`config.mk`:
```
export PLATFORM = sky130hd
export DESIGN_NAME = alu_arbiter_flat
export DESIGN_NICKNAME = d
export VERILOG_FILES = /design/src/rtl/alu_arbiter_if.sv /design/src/rtl/alu_arbiter.sv /design/src/flat_wrapper.sv
export SDC_FILE = /design/constraint.sdc
export NUM_CORES = 1
export LEC_CHECK = 0
export BUFFER_PORTS_ARGS = -buffer_cell sky130_fd_sc_hd__buf_4
export CORE_ASPECT_RATIO = 1.2
export CORE_MARGIN = 2
export CORE_UTILIZATION = 45
export CTS_CLUSTER_DIAMETER = 60
export CTS_CLUSTER_SIZE = 40
export DETAILED_ROUTE_END_ITERATION = 16
export HOLD_SLACK_MARGIN = 0.1
export MAX_ROUTING_LAYER = met4
export PLACE_DENSITY = 0.79
export SYNTH_ARGS = -nofsm -noshare
export SYNTH_HDL_FRONTEND = slang
export SYNTH_SLANG_ARGS = --single-unit
```
`constraint.sdc`:
```
create_clock -name clk1 -period 2.3 [get_ports clk1]
set_input_delay 0.345 -clock clk1 [delete_from_list [all_inputs] [get_ports clk1]]
set_output_delay 0.345 -clock clk1 [all_outputs]
set_load 0.01 [all_outputs]
```
`src/rtl/alu_arbiter_if.sv`:
```
// Bundle of the requester, ALU and response signals around the ALU arbiter.
// The master modport is the arbiter's view; the slave modport is the environment's view.
interface alu_arbiter_if;
  logic [1:0] req_valid;
  logic [1:0] req_ready;
  logic [7:0] req_op;
  logic [7:0] req_a;
  logic [7:0] req_b;
  logic [1:0] req_cin;

  logic       alu_start;
  logic [3:0] alu_op;
  logic [3:0] alu_a;
  logic [3:0] alu_b;
  logic       alu_cin;
  logic       alu_done;
  logic [3:0] alu_result;
  logic       alu_carry;
  logic       alu_zero;

  logic       rsp_valid;
  logic       rsp_ready;
  logic       rsp_id;
  logic [3:0] rsp_result;
  logic       rsp_carry;
  logic       rsp_zero;
  logic       rsp_err;

  modport master (
    input  req_valid, req_op, req_a, req_b, req_cin,
    output req_ready,
    output alu_start, alu_op, alu_a, alu_b, alu_cin,
    input  alu_done, alu_result, alu_carry, alu_zero,
    output rsp_valid, rsp_id, rsp_result, rsp_carry, rsp_zero, rsp_err,
    input  rsp_ready
  );

  modport slave (
    output req_valid, req_op, req_a, req_b, req_cin,
    input  req_ready,
    input  alu_start, alu_op, alu_a, alu_b, alu_cin,
    output alu_done, alu_result, alu_carry, alu_zero,
    input  rsp_valid, rsp_id, rsp_result, rsp_carry, rsp_zero, rsp_err,
    output rsp_ready
  );
endinterface

```
`src/rtl/alu_arbiter.sv`:
```
// Two-requester round-robin arbiter in front of a shared ALU, with an abort on ALU timeout.
module alu_arbiter #(
  parameter int unsigned TIMEOUT = 8  // legal 2..255
) (
  input logic           clk1,
  input logic           rst_n,
  alu_arbiter_if.master bus
);

  typedef enum logic [1:0] {StIdle, StIssue, StWait, StResp} state_e;

  localparam logic [7:0] CntLast = 8'(TIMEOUT - 1);

  state_e     state_q, state_d;
  logic [7:0] cnt_q, cnt_d;
  logic       last_grant_q, last_grant_d;
  logic [3:0] alu_op_q, alu_op_d;
  logic [3:0] alu_a_q, alu_a_d;
  logic [3:0] alu_b_q, alu_b_d;
  logic       alu_cin_q, alu_cin_d;
  logic       rsp_id_q, rsp_id_d;
  logic [3:0] rsp_result_q, rsp_result_d;
  logic       rsp_carry_q, rsp_carry_d;
  logic       rsp_zero_q, rsp_zero_d;
  logic       rsp_err_q, rsp_err_d;

  logic grant;
  logic hs;

  // Round-robin pick; with a lone requester the grant simply follows it.
  always_comb begin
    if (&bus.req_valid) begin
      grant = ~last_grant_q;
    end else begin
      grant = bus.req_valid[1];
    end
    // req_ready is only raised for a valid requester, so any valid in IDLE is a handshake.
    hs = (state_q == StIdle) && (|bus.req_valid);
  end

  // State register.
  always_ff @(posedge clk1 or negedge rst_n) begin
    if (!rst_n) begin
      state_q <= StIdle;
    end else begin
      state_q <= state_d;
    end
  end

  // Next-state decode; alu_done wins over an expiring timeout.
  always_comb begin
    state_d = state_q;
    unique case (state_q)
      StIdle:  if (hs) state_d = StIssue;
      StIssue: state_d = StWait;
      StWait:  if (bus.alu_done || (cnt_q == CntLast)) state_d = StResp;
      StResp:  if (bus.rsp_ready) state_d = StIdle;
      default: state_d = StIdle;
    endcase
  end

  // FSM outputs.
  always_comb begin
    bus.req_ready = 2'b00;
    if (hs) begin
      bus.req_ready = grant ? 2'b10 : 2'b01;
    end
    bus.alu_start = (state_q == StIssue);
    bus.rsp_valid = (state_q == StResp);
  end

  // Datapath next-state: operand latch, timeout counter, response capture, fairness pointer.
  always_comb begin
    cnt_d        = cnt_q;
    last_grant_d = last_grant_q;
    alu_op_d     = alu_op_q;
    alu_a_d      = alu_a_q;
    alu_b_d      = alu_b_q;
    alu_cin_d    = alu_cin_q;
    rsp_id_d     = rsp_id_q;
    rsp_result_d = rsp_result_q;
    rsp_carry_d  = rsp_carry_q;
    rsp_zero_d   = rsp_zero_q;
    rsp_err_d    = rsp_err_q;
    unique case (state_q)
      StIdle: begin
        if (hs) begin
          alu_op_d  = grant ? bus.req_op[7:4] : bus.req_op[3:0];
          alu_a_d   = grant ? bus.req_a[7:4]  : bus.req_a[3:0];
          alu_b_d   = grant ? bus.req_b[7:4]  : bus.req_b[3:0];
          alu_cin_d = bus.req_cin[grant];
          rsp_id_d  = grant;
        end
      end
      StIssue: cnt_d = 8'd0;
      StWait: begin
        if (bus.alu_done) begin
          rsp_result_d = bus.alu_result;
          rsp_carry_d  = bus.alu_carry;
          rsp_zero_d   = bus.alu_zero;
          rsp_err_d    = 1'b0;
        end else if (cnt_q == CntLast) begin
          rsp_result_d = 4'd0;
          rsp_carry_d  = 1'b0;
          rsp_zero_d   = 1'b0;
          rsp_err_d    = 1'b1;
        end else begin
          cnt_d = cnt_q + 8'd1;
        end
      end
      StResp: if (bus.rsp_ready) last_grant_d = rsp_id_q;
      default: ;
    endcase
  end

  // Datapath registers; last_grant resets to 1 so requester 0 wins first contention.
  always_ff @(posedge clk1 or negedge rst_n) begin
    if (!rst_n) begin
      cnt_q        <= 8'd0;
      last_grant_q <= 1'b1;
      alu_op_q     <= 4'd0;
      alu_a_q      <= 4'd0;
      alu_b_q      <= 4'd0;
      alu_cin_q    <= 1'b0;
      rsp_id_q     <= 1'b0;
      rsp_result_q <= 4'd0;
      rsp_carry_q  <= 1'b0;
      rsp_zero_q   <= 1'b0;
      rsp_err_q    <= 1'b0;
    end else begin
      cnt_q        <= cnt_d;
      last_grant_q <= last_grant_d;
      alu_op_q     <= alu_op_d;
      alu_a_q      <= alu_a_d;
      alu_b_q      <= alu_b_d;
      alu_cin_q    <= alu_cin_d;
      rsp_id_q     <= rsp_id_d;
      rsp_result_q <= rsp_result_d;
      rsp_carry_q  <= rsp_carry_d;
      rsp_zero_q   <= rsp_zero_d;
      rsp_err_q    <= rsp_err_d;
    end
  end

  assign bus.alu_op     = alu_op_q;
  assign bus.alu_a      = alu_a_q;
  assign bus.alu_b      = alu_b_q;
  assign bus.alu_cin    = alu_cin_q;
  assign bus.rsp_id     = rsp_id_q;
  assign bus.rsp_result = rsp_result_q;
  assign bus.rsp_carry  = rsp_carry_q;
  assign bus.rsp_zero   = rsp_zero_q;
  assign bus.rsp_err    = rsp_err_q;

endmodule

```
`src/flat_wrapper.sv`:
```
// flat-port wrapper written by rule: the top's interface ports become plain ports
module alu_arbiter_flat 
#(
  parameter int unsigned TIMEOUT = 8                 
)
  (clk1, rst_n, bus_req_valid, bus_req_op, bus_req_a, bus_req_b, bus_req_cin, bus_req_ready, bus_alu_start, bus_alu_op, bus_alu_a, bus_alu_b, bus_alu_cin, bus_alu_done, bus_alu_result, bus_alu_carry, bus_alu_zero, bus_rsp_valid, bus_rsp_id, bus_rsp_result, bus_rsp_carry, bus_rsp_zero, bus_rsp_err, bus_rsp_ready);
  alu_arbiter_if bus_i ();
  input logic clk1;
  input logic rst_n;
  input wire logic [$bits(bus_i.req_valid)-1:0] bus_req_valid;
  input wire logic [$bits(bus_i.req_op)-1:0] bus_req_op;
  input wire logic [$bits(bus_i.req_a)-1:0] bus_req_a;
  input wire logic [$bits(bus_i.req_b)-1:0] bus_req_b;
  input wire logic [$bits(bus_i.req_cin)-1:0] bus_req_cin;
  output wire logic [$bits(bus_i.req_ready)-1:0] bus_req_ready;
  output wire logic [$bits(bus_i.alu_start)-1:0] bus_alu_start;
  output wire logic [$bits(bus_i.alu_op)-1:0] bus_alu_op;
  output wire logic [$bits(bus_i.alu_a)-1:0] bus_alu_a;
  output wire logic [$bits(bus_i.alu_b)-1:0] bus_alu_b;
  output wire logic [$bits(bus_i.alu_cin)-1:0] bus_alu_cin;
  input wire logic [$bits(bus_i.alu_done)-1:0] bus_alu_done;
  input wire logic [$bits(bus_i.alu_result)-1:0] bus_alu_result;
  input wire logic [$bits(bus_i.alu_carry)-1:0] bus_alu_carry;
  input wire logic [$bits(bus_i.alu_zero)-1:0] bus_alu_zero;
  output wire logic [$bits(bus_i.rsp_valid)-1:0] bus_rsp_valid;
  output wire logic [$bits(bus_i.rsp_id)-1:0] bus_rsp_id;
  output wire logic [$bits(bus_i.rsp_result)-1:0] bus_rsp_result;
  output wire logic [$bits(bus_i.rsp_carry)-1:0] bus_rsp_carry;
  output wire logic [$bits(bus_i.rsp_zero)-1:0] bus_rsp_zero;
  output wire logic [$bits(bus_i.rsp_err)-1:0] bus_rsp_err;
  input wire logic [$bits(bus_i.rsp_ready)-1:0] bus_rsp_ready;
  assign bus_i.req_valid = bus_req_valid;
  assign bus_i.req_op = bus_req_op;
  assign bus_i.req_a = bus_req_a;
  assign bus_i.req_b = bus_req_b;
  assign bus_i.req_cin = bus_req_cin;
  assign bus_req_ready = bus_i.req_ready;
  assign bus_alu_start = bus_i.alu_start;
  assign bus_alu_op = bus_i.alu_op;
  assign bus_alu_a = bus_i.alu_a;
  assign bus_alu_b = bus_i.alu_b;
  assign bus_alu_cin = bus_i.alu_cin;
  assign bus_i.alu_done = bus_alu_done;
  assign bus_i.alu_result = bus_alu_result;
  assign bus_i.alu_carry = bus_alu_carry;
  assign bus_i.alu_zero = bus_alu_zero;
  assign bus_rsp_valid = bus_i.rsp_valid;
  assign bus_rsp_id = bus_i.rsp_id;
  assign bus_rsp_result = bus_i.rsp_result;
  assign bus_rsp_carry = bus_i.rsp_carry;
  assign bus_rsp_zero = bus_i.rsp_zero;
  assign bus_rsp_err = bus_i.rsp_err;
  assign bus_i.rsp_ready = bus_rsp_ready;
  alu_arbiter #(.TIMEOUT(TIMEOUT)) u_core (.clk1(clk1), .rst_n(rst_n), .bus(bus_i));
endmodule
```
==> results of run 1 <==
Yosys cell counts (all sizes together), types with 2 or more instances:
cell type  count  area (um^2)
nand2         11         41.3
nor2           4         15.0
xor2           2         17.5
o21ai          5         25.0
ha             6         75.1
clkbuf         5         20.0
and2           2         12.5
a21oi          4         20.0
inv           18         67.6
a22o           8         70.1
mux2           3         33.8
nand3          2         10.0
a222oi        13          130
o211ai         2         15.0
dfrtp         31          776
nor3b          2         15.0
a21o           4         30.0
nand2b         3         18.8
power by group through the flow:
stage,Clock (uW),Combinational [uW],Sequential (uW)
after floorplan,0,588,1010
after global placement,0,1120,945
after detailed placement,0,1180,956
after CTS,348,1180,950
after global routing,372,1290,978
final,338,1170,950
placed cells by master, fill, tap and decap left out, types with 2 or more instances in the layout:
cell type	n
a222oi_1	13
a22o_1	8
a21o_1	4
mux2_2	2
ha_1	6
and2_1	2
o211ai_1	2
nor2_1	4
dfrtp_1	31
nand3_1	2
nand2b_1	3
nor3b_1	2
nand2_1	11
inv_1	18
o21ai_1	4
buf_4	64
clkbuf_4	5
xor2_1	2
a21oi_1	3
through the flow:
step	power, uW	hold WS [ns]	util
2_1_floorplan	1600	0.0494	-
3_3_place_gp	2070	0.299	0.645
3_5_place_dp	2130	0.310	0.645
4_1_cts	2480	0.207	0.668
5_1_grt	2640	0.203	0.669
6_report	2460	0.222	0.669
what timing repair did:
action                                 in CTS  in global routing
hold buffers                                1                  0
buffers inserted                            0                  0
setup endpoints to repair                   0                  1
endpoints found under the hold margin      31                  0
resized for setup                           0                  1
metal layers:
metal / share of wire / routed length, um
met5: 0 / 0
met3: 0.079 / 291
met2: 0.52 / 1930
met4: 0.012 / 45
met1: 0.39 / 1430
sequential cells by signal (all words and copies together), names as in the netlist:
register,cells
u_core.bus.alu_a,4
u_core.bus.alu_b,4
u_core.bus.alu_cin,1
u_core.bus.alu_op,4
u_core.bus.rsp_carry,1
u_core.bus.rsp_err,1
u_core.bus.rsp_id,1
u_core.bus.rsp_result,4
u_core.bus.rsp_zero,1
u_core.cnt_q,8
u_core.last_grant_q,1
u_core.state_q,2
worst max-delay path, delay by kind of cell (launching register included):
family,cells,cell delay (ns)
DFF,1,0.43
adders and majority gates,1,0.41
AOI/OAI and AO/OA,2,0.57
buffers and inverters,1,0.13
and+or+nand+nor,2,0.46
how the worst max path moves through the flow:
stage                                       start                          end  slack [ns]  cells past startpoint
detailed placement  u_core.state_q[0]$_DFFE_PN0P_  u_core.cnt_q[3]$_DFFE_PN0P_        0.21                      6
floorplan           u_core.state_q[0]$_DFFE_PN0P_  u_core.cnt_q[3]$_DFFE_PN0P_        0.46                      7
global route        u_core.state_q[0]$_DFFE_PN0P_  u_core.cnt_q[4]$_DFFE_PN0P_       0.004                      6
finish              u_core.state_q[0]$_DFFE_PN0P_  u_core.cnt_q[4]$_DFFE_PN0P_        0.19                      6
global placement    u_core.state_q[0]$_DFFE_PN0P_  u_core.cnt_q[3]$_DFFE_PN0P_        0.32                      6
CTS                 u_core.state_q[0]$_DFFE_PN0P_             bus_req_ready[0]        0.12                      6
cell families after synthesis:
| family | Yosys count | synth area share |
|---|---|---|
| multiplexers | 3 | 0.0225 |
| XOR/XNOR | 2 | 0.0117 |
| flip-flops | 32 | 0.535 |
| buffers and inverters | 23 | 0.0584 |
| AO/OA/AOI/OAI | 39 | 0.214 |
| adder cells (fa/ha/maj) | 6 | 0.0500 |
| AND/OR/NAND/NOR | 30 | 0.108 |
cell type report:
type	instances	area, um^2
Fill cell	248	1030
Sequential cell	32	802
Multi-Input combinational cell	80	614
Timing Repair Buffer	65	490
Inverter	18	67.6
Clock buffer	7	55.1
Tap cell	36	45.0
Clock inverter	1	7.51
==> impl_metrics.toml, run 1 <==
[sta]
min_period_ns = 2.11
fin_ws_ns = 0.190
fin_setup_tns_ns = 0
finalMaxSlewViolations = 0
setup_viol = 0
tightestPinTransition_ns = 1.02
rsz0062_at_grt = "false"
clock_skew_ns = 0.0121
finalHoldViolations = 0
finalCritPeriodShare = 0.917
slew_headroom = 0.313
max_clock_freq_ghz = 0.474

[run_status]
status = "finished clean"

[cts]
path_clk_slew_ns = 0.10
clock_path_buffers = 2
clk_latency_ns = 0.33
numCtsBuffers = 5
cts_max_level = 2
cts.sinks = 32
clockRootBuffer = "clkbuf_4"
cts_tree = "done"

[floorplan]
start_util = 0.482
die_h_um = 67.3
rows = 22
pin_count = 63
core-area_um2 = 3110
die-area_um2 = 3810
die_w_um = 56.7

[setup_path]
cp.required_ns = 2.51
worstSetupPathType = "flip-flop to flip-flop"
slowest_delay_ns = 0.43
crit_path_cell_trace = "inv_1 > ha_1 > and2_1 > a311o_1 > nor2_1 > o221a_1"
slowest_stage = "dfrtp_1"
crit_path_end_kind = "flip-flop"
r2r_slack_ns = 0.19
startpoint_type = "flip-flop"
cp.arrival_ns = 2.32
rr_worst_depth = 6
rr_startpoint = "u_core.state_q[0]$_DFFE_PN0P_"
r2r_end = "u_core.cnt_q[4]$_DFFE_PN0P_"
path_max_fanout = 14

[grt]
busiest_layer = "met2"
overflow = 0
first_global_vias = 1444
use_met1 = 0.231
grtUsageMet2 = 0.391
grt_first_pass_wirelength_um = 6160
met3_usage = 0.0498
grt_max_degree = 33
antenna_found_initial = 0
grtUsageTotal = 0.215

[layout]
n_antenna_cell = 0
fin_nets = 246
layout.cells.non_filler = 239
drive_gt1_frac = 0.374
syn_to_final_growth_pct = 38.8
final_area_um2 = 2080

[route]
remaining_drc_errors = 0
via_count = 1358
routedWlPerCell_um = 15.5
postRouteWirelength_um = 3700
initialDrtViolationCount = 75
drtPass1Iterations = 5
viasPerCell = 5.68
final_antenna_net_count = 0

[placement]
placed_area_um2 = 2010
dp_cells = 230
portBuffers = 62
gp_congestion = 0.741
dp_hpwl_um = 2790
preCtsSetupSlack_ns = 0.205

[power_and_ir_drop]
p_leak_uw = 0.00109
clkPwrFrac = 0.137
intPower_uw = 1550
power_frac_seq = 0.386
switching_power_uw = 915
combPwrFrac = 0.477
swShare = 0.372
vdd_drop_max_mv = 0.832
p_per_area_nw_per_um2 = 1180

[min_path]
hold_path_class = "input pin to flip-flop"
hold_depth = 3
holdCritStartpoint = "bus_req_op[7]"
whs_endpoint = "u_core.bus.alu_op[3]$_DFFE_PN0P_"

[synthesis]
seq_area_frac_synth = 0.535
ys_types = 31
synth-edff-count = 0
synthCells = 135
yosysWarnings = 0
synthFlopType = "dfrtp_1"
ys_seq_elements = 32
ys_async_sr_fraction = 1.00
postSynthAreaPerCell_um2 = 11.1
synth_nets = 179
netlist_area_um2 = 1500

[job]
drv_cap = 0
Power figures use the tool's default switching activity.
==> run 2: changes to the inputs <==
==> constraint.sdc (replaced) <==
create_clock -name clk1 -period 2.7 [get_ports clk1]
set_input_delay 0.405 -clock clk1 [delete_from_list [all_inputs] [get_ports clk1]]
set_output_delay 0.405 -clock clk1 [all_outputs]
set_load 0.01 [all_outputs]
==> impl_metrics.toml, run 2 (synthesized netlist as in run 1, its figures left out) <==
[grt]
busiest_layer = "met2"
use_met1 = 0.234
grtUsageMet2 = 0.371
grt_first_pass_wirelength_um = 6050
overflow = 0
met3_usage = 0.0575
grt_max_degree = 33
grtUsageTotal = 0.217
antenna_found_initial = 0
first_global_vias = 1368

[layout]
mostFrequentLayoutCell = "buf_4"
fin_nets = 246
regMostFlops = "u_core.cnt_q"
n_antenna_cell = 0
largest_register_ffs = 8
layout_common_cells = "buf_4, dfrtp_1, inv_1"
syn_to_final_growth_pct = 38.9
fillCellCount = 238
layout.cells.non_filler = 239
drive_gt1_frac = 0.369

[sta]
clock_skew_ns = 0.0149
tightestPinTransition_ns = 0.968
max_clock_freq_ghz = 0.456
fin_setup_tns_ns = 0
setup_viol = 0
min_period_ns = 2.19
finalMaxSlewViolations = 0
whs_ns = 0.276
finalCritPeriodShare = 0.812
finalHoldViolations = 0
slew_headroom = 0.350
rsz0062_at_grt = "false"

[placement]
dp_hpwl_um = 2670
portBuffers = 62
gp_congestion = 0.742
dp_cells = 230

[min_path]
hold_path_class = "input pin to flip-flop"

[setup_path]
path_max_fanout = 11
crit_path_end_kind = "output pin"
worstSetupPathType = "flip-flop to output pin"
cp.required_ns = 2.30
cp.arrival_ns = 1.79
startpoint_type = "flip-flop"

[cts]
clockRootBuffer = "clkbuf_4"
holdBufCountCts = 1
cts_max_level = 2
clk_latency_ns = 0.34
cts.sinks = 32
clock_path_buffers = 2
numCtsBuffers = 5
post_cts_resize_count = 0
path_clk_slew_ns = 0.11
cts_tree = "done"
post_cts.repair.setup_buffers = 0

[floorplan]
core-area_um2 = 3110
die-area_um2 = 3810
pin_count = 63
start_util = 0.482
die_h_um = 67.3
rows = 22
die_w_um = 56.7

[job]
drv_cap = 0

[power_and_ir_drop]
switching_power_uw = 772
p_leak_uw = 0.00110
swShare = 0.365
finalPower_uw = 2110
p_per_area_nw_per_um2 = 1010
vdd_drop_max_mv = 0.701
combPwrFrac = 0.467
clkPwrFrac = 0.149
intPower_uw = 1340
power_frac_seq = 0.384

[route]
initialDrtViolationCount = 76
routedWlPerCell_um = 15.0
postRouteWirelength_um = 3580
remaining_drc_errors = 0
via_count = 1343
final_antenna_net_count = 0
viasPerCell = 5.62
drtPass1Iterations = 7

[run_status]
status = "finished clean"
run 2: per-layer routing:
metal	up-vias	wire length, um	share of wire
met5	-	0	0
met4	0	82	0.023
met3	7	288	0.081
met2	63	1850	0.52
met1	642	1350	0.38
li1	631	-	-
run 2: power by group through the flow:
stage	registers (uW)	logic (uW)	clock network, uW
after floorplan	864	501	0
after global placement	807	956	0
after detailed placement	813	996	0
after CTS	812	999	325
after global routing	838	1100	341
final	812	987	315
run 2: final cells by class:
class                   count  area [um^2]  area share
flip-flops and latches     32          802       0.385
multi-input cells          80          611       0.293
repair buffers             65          490       0.235
clock buffers               8         68.8      0.0330
inverters                  18         67.6      0.0324
well taps                  36         45.0      0.0216
run 2: path summary, 6_finish.rpt:
| check | from | end | slack [ns] | cells after the start |
|---|---|---|---|---|
| max reg2reg | u_core.state_q[0]$_DFFE_PN0P_ | u_core.cnt_q[3]$_DFFE_PN0P_ | 0.63 | 6 |
| min reg2reg | u_core.bus.rsp_result[1]$_DFFE_PN0P_ | u_core.bus.rsp_result[1]$_DFFE_PN0P_ | 0.52 | 1 |
| max in group asynchronous | rst_n | u_core.last_grant_q$_DFFE_PN1P_ | 1.83 | 2 |
| min in group asynchronous | rst_n | u_core.bus.rsp_result[1]$_DFFE_PN0P_ | 0.53 | 2 |
| min | bus_req_op[4] | u_core.bus.alu_op[0]$_DFFE_PN0P_ | 0.28 | 3 |
| max | u_core.state_q[1]$_DFFE_PN0P_ | bus_req_ready[0] | 0.51 | 6 |
run 2: through the flow:
step	setup WS (ns)	util	instance area, um^2
detailed placement	0.631	0.645	2010
global placement	0.721	0.645	2010
finish	0.508	0.670	2080
global route	0.310	0.670	2080
floorplan	0.860	-	1500
CTS	0.461	0.670	2080
run 2: critical path, stage by stage (launching register included):
cell and delay, ns:
dfrtp_1 0.43, inv_1 0.12, ha_1 0.22, nand2_1 0.07, a21oi_1 0.25, buf_4 0.24, buf_4 0.14
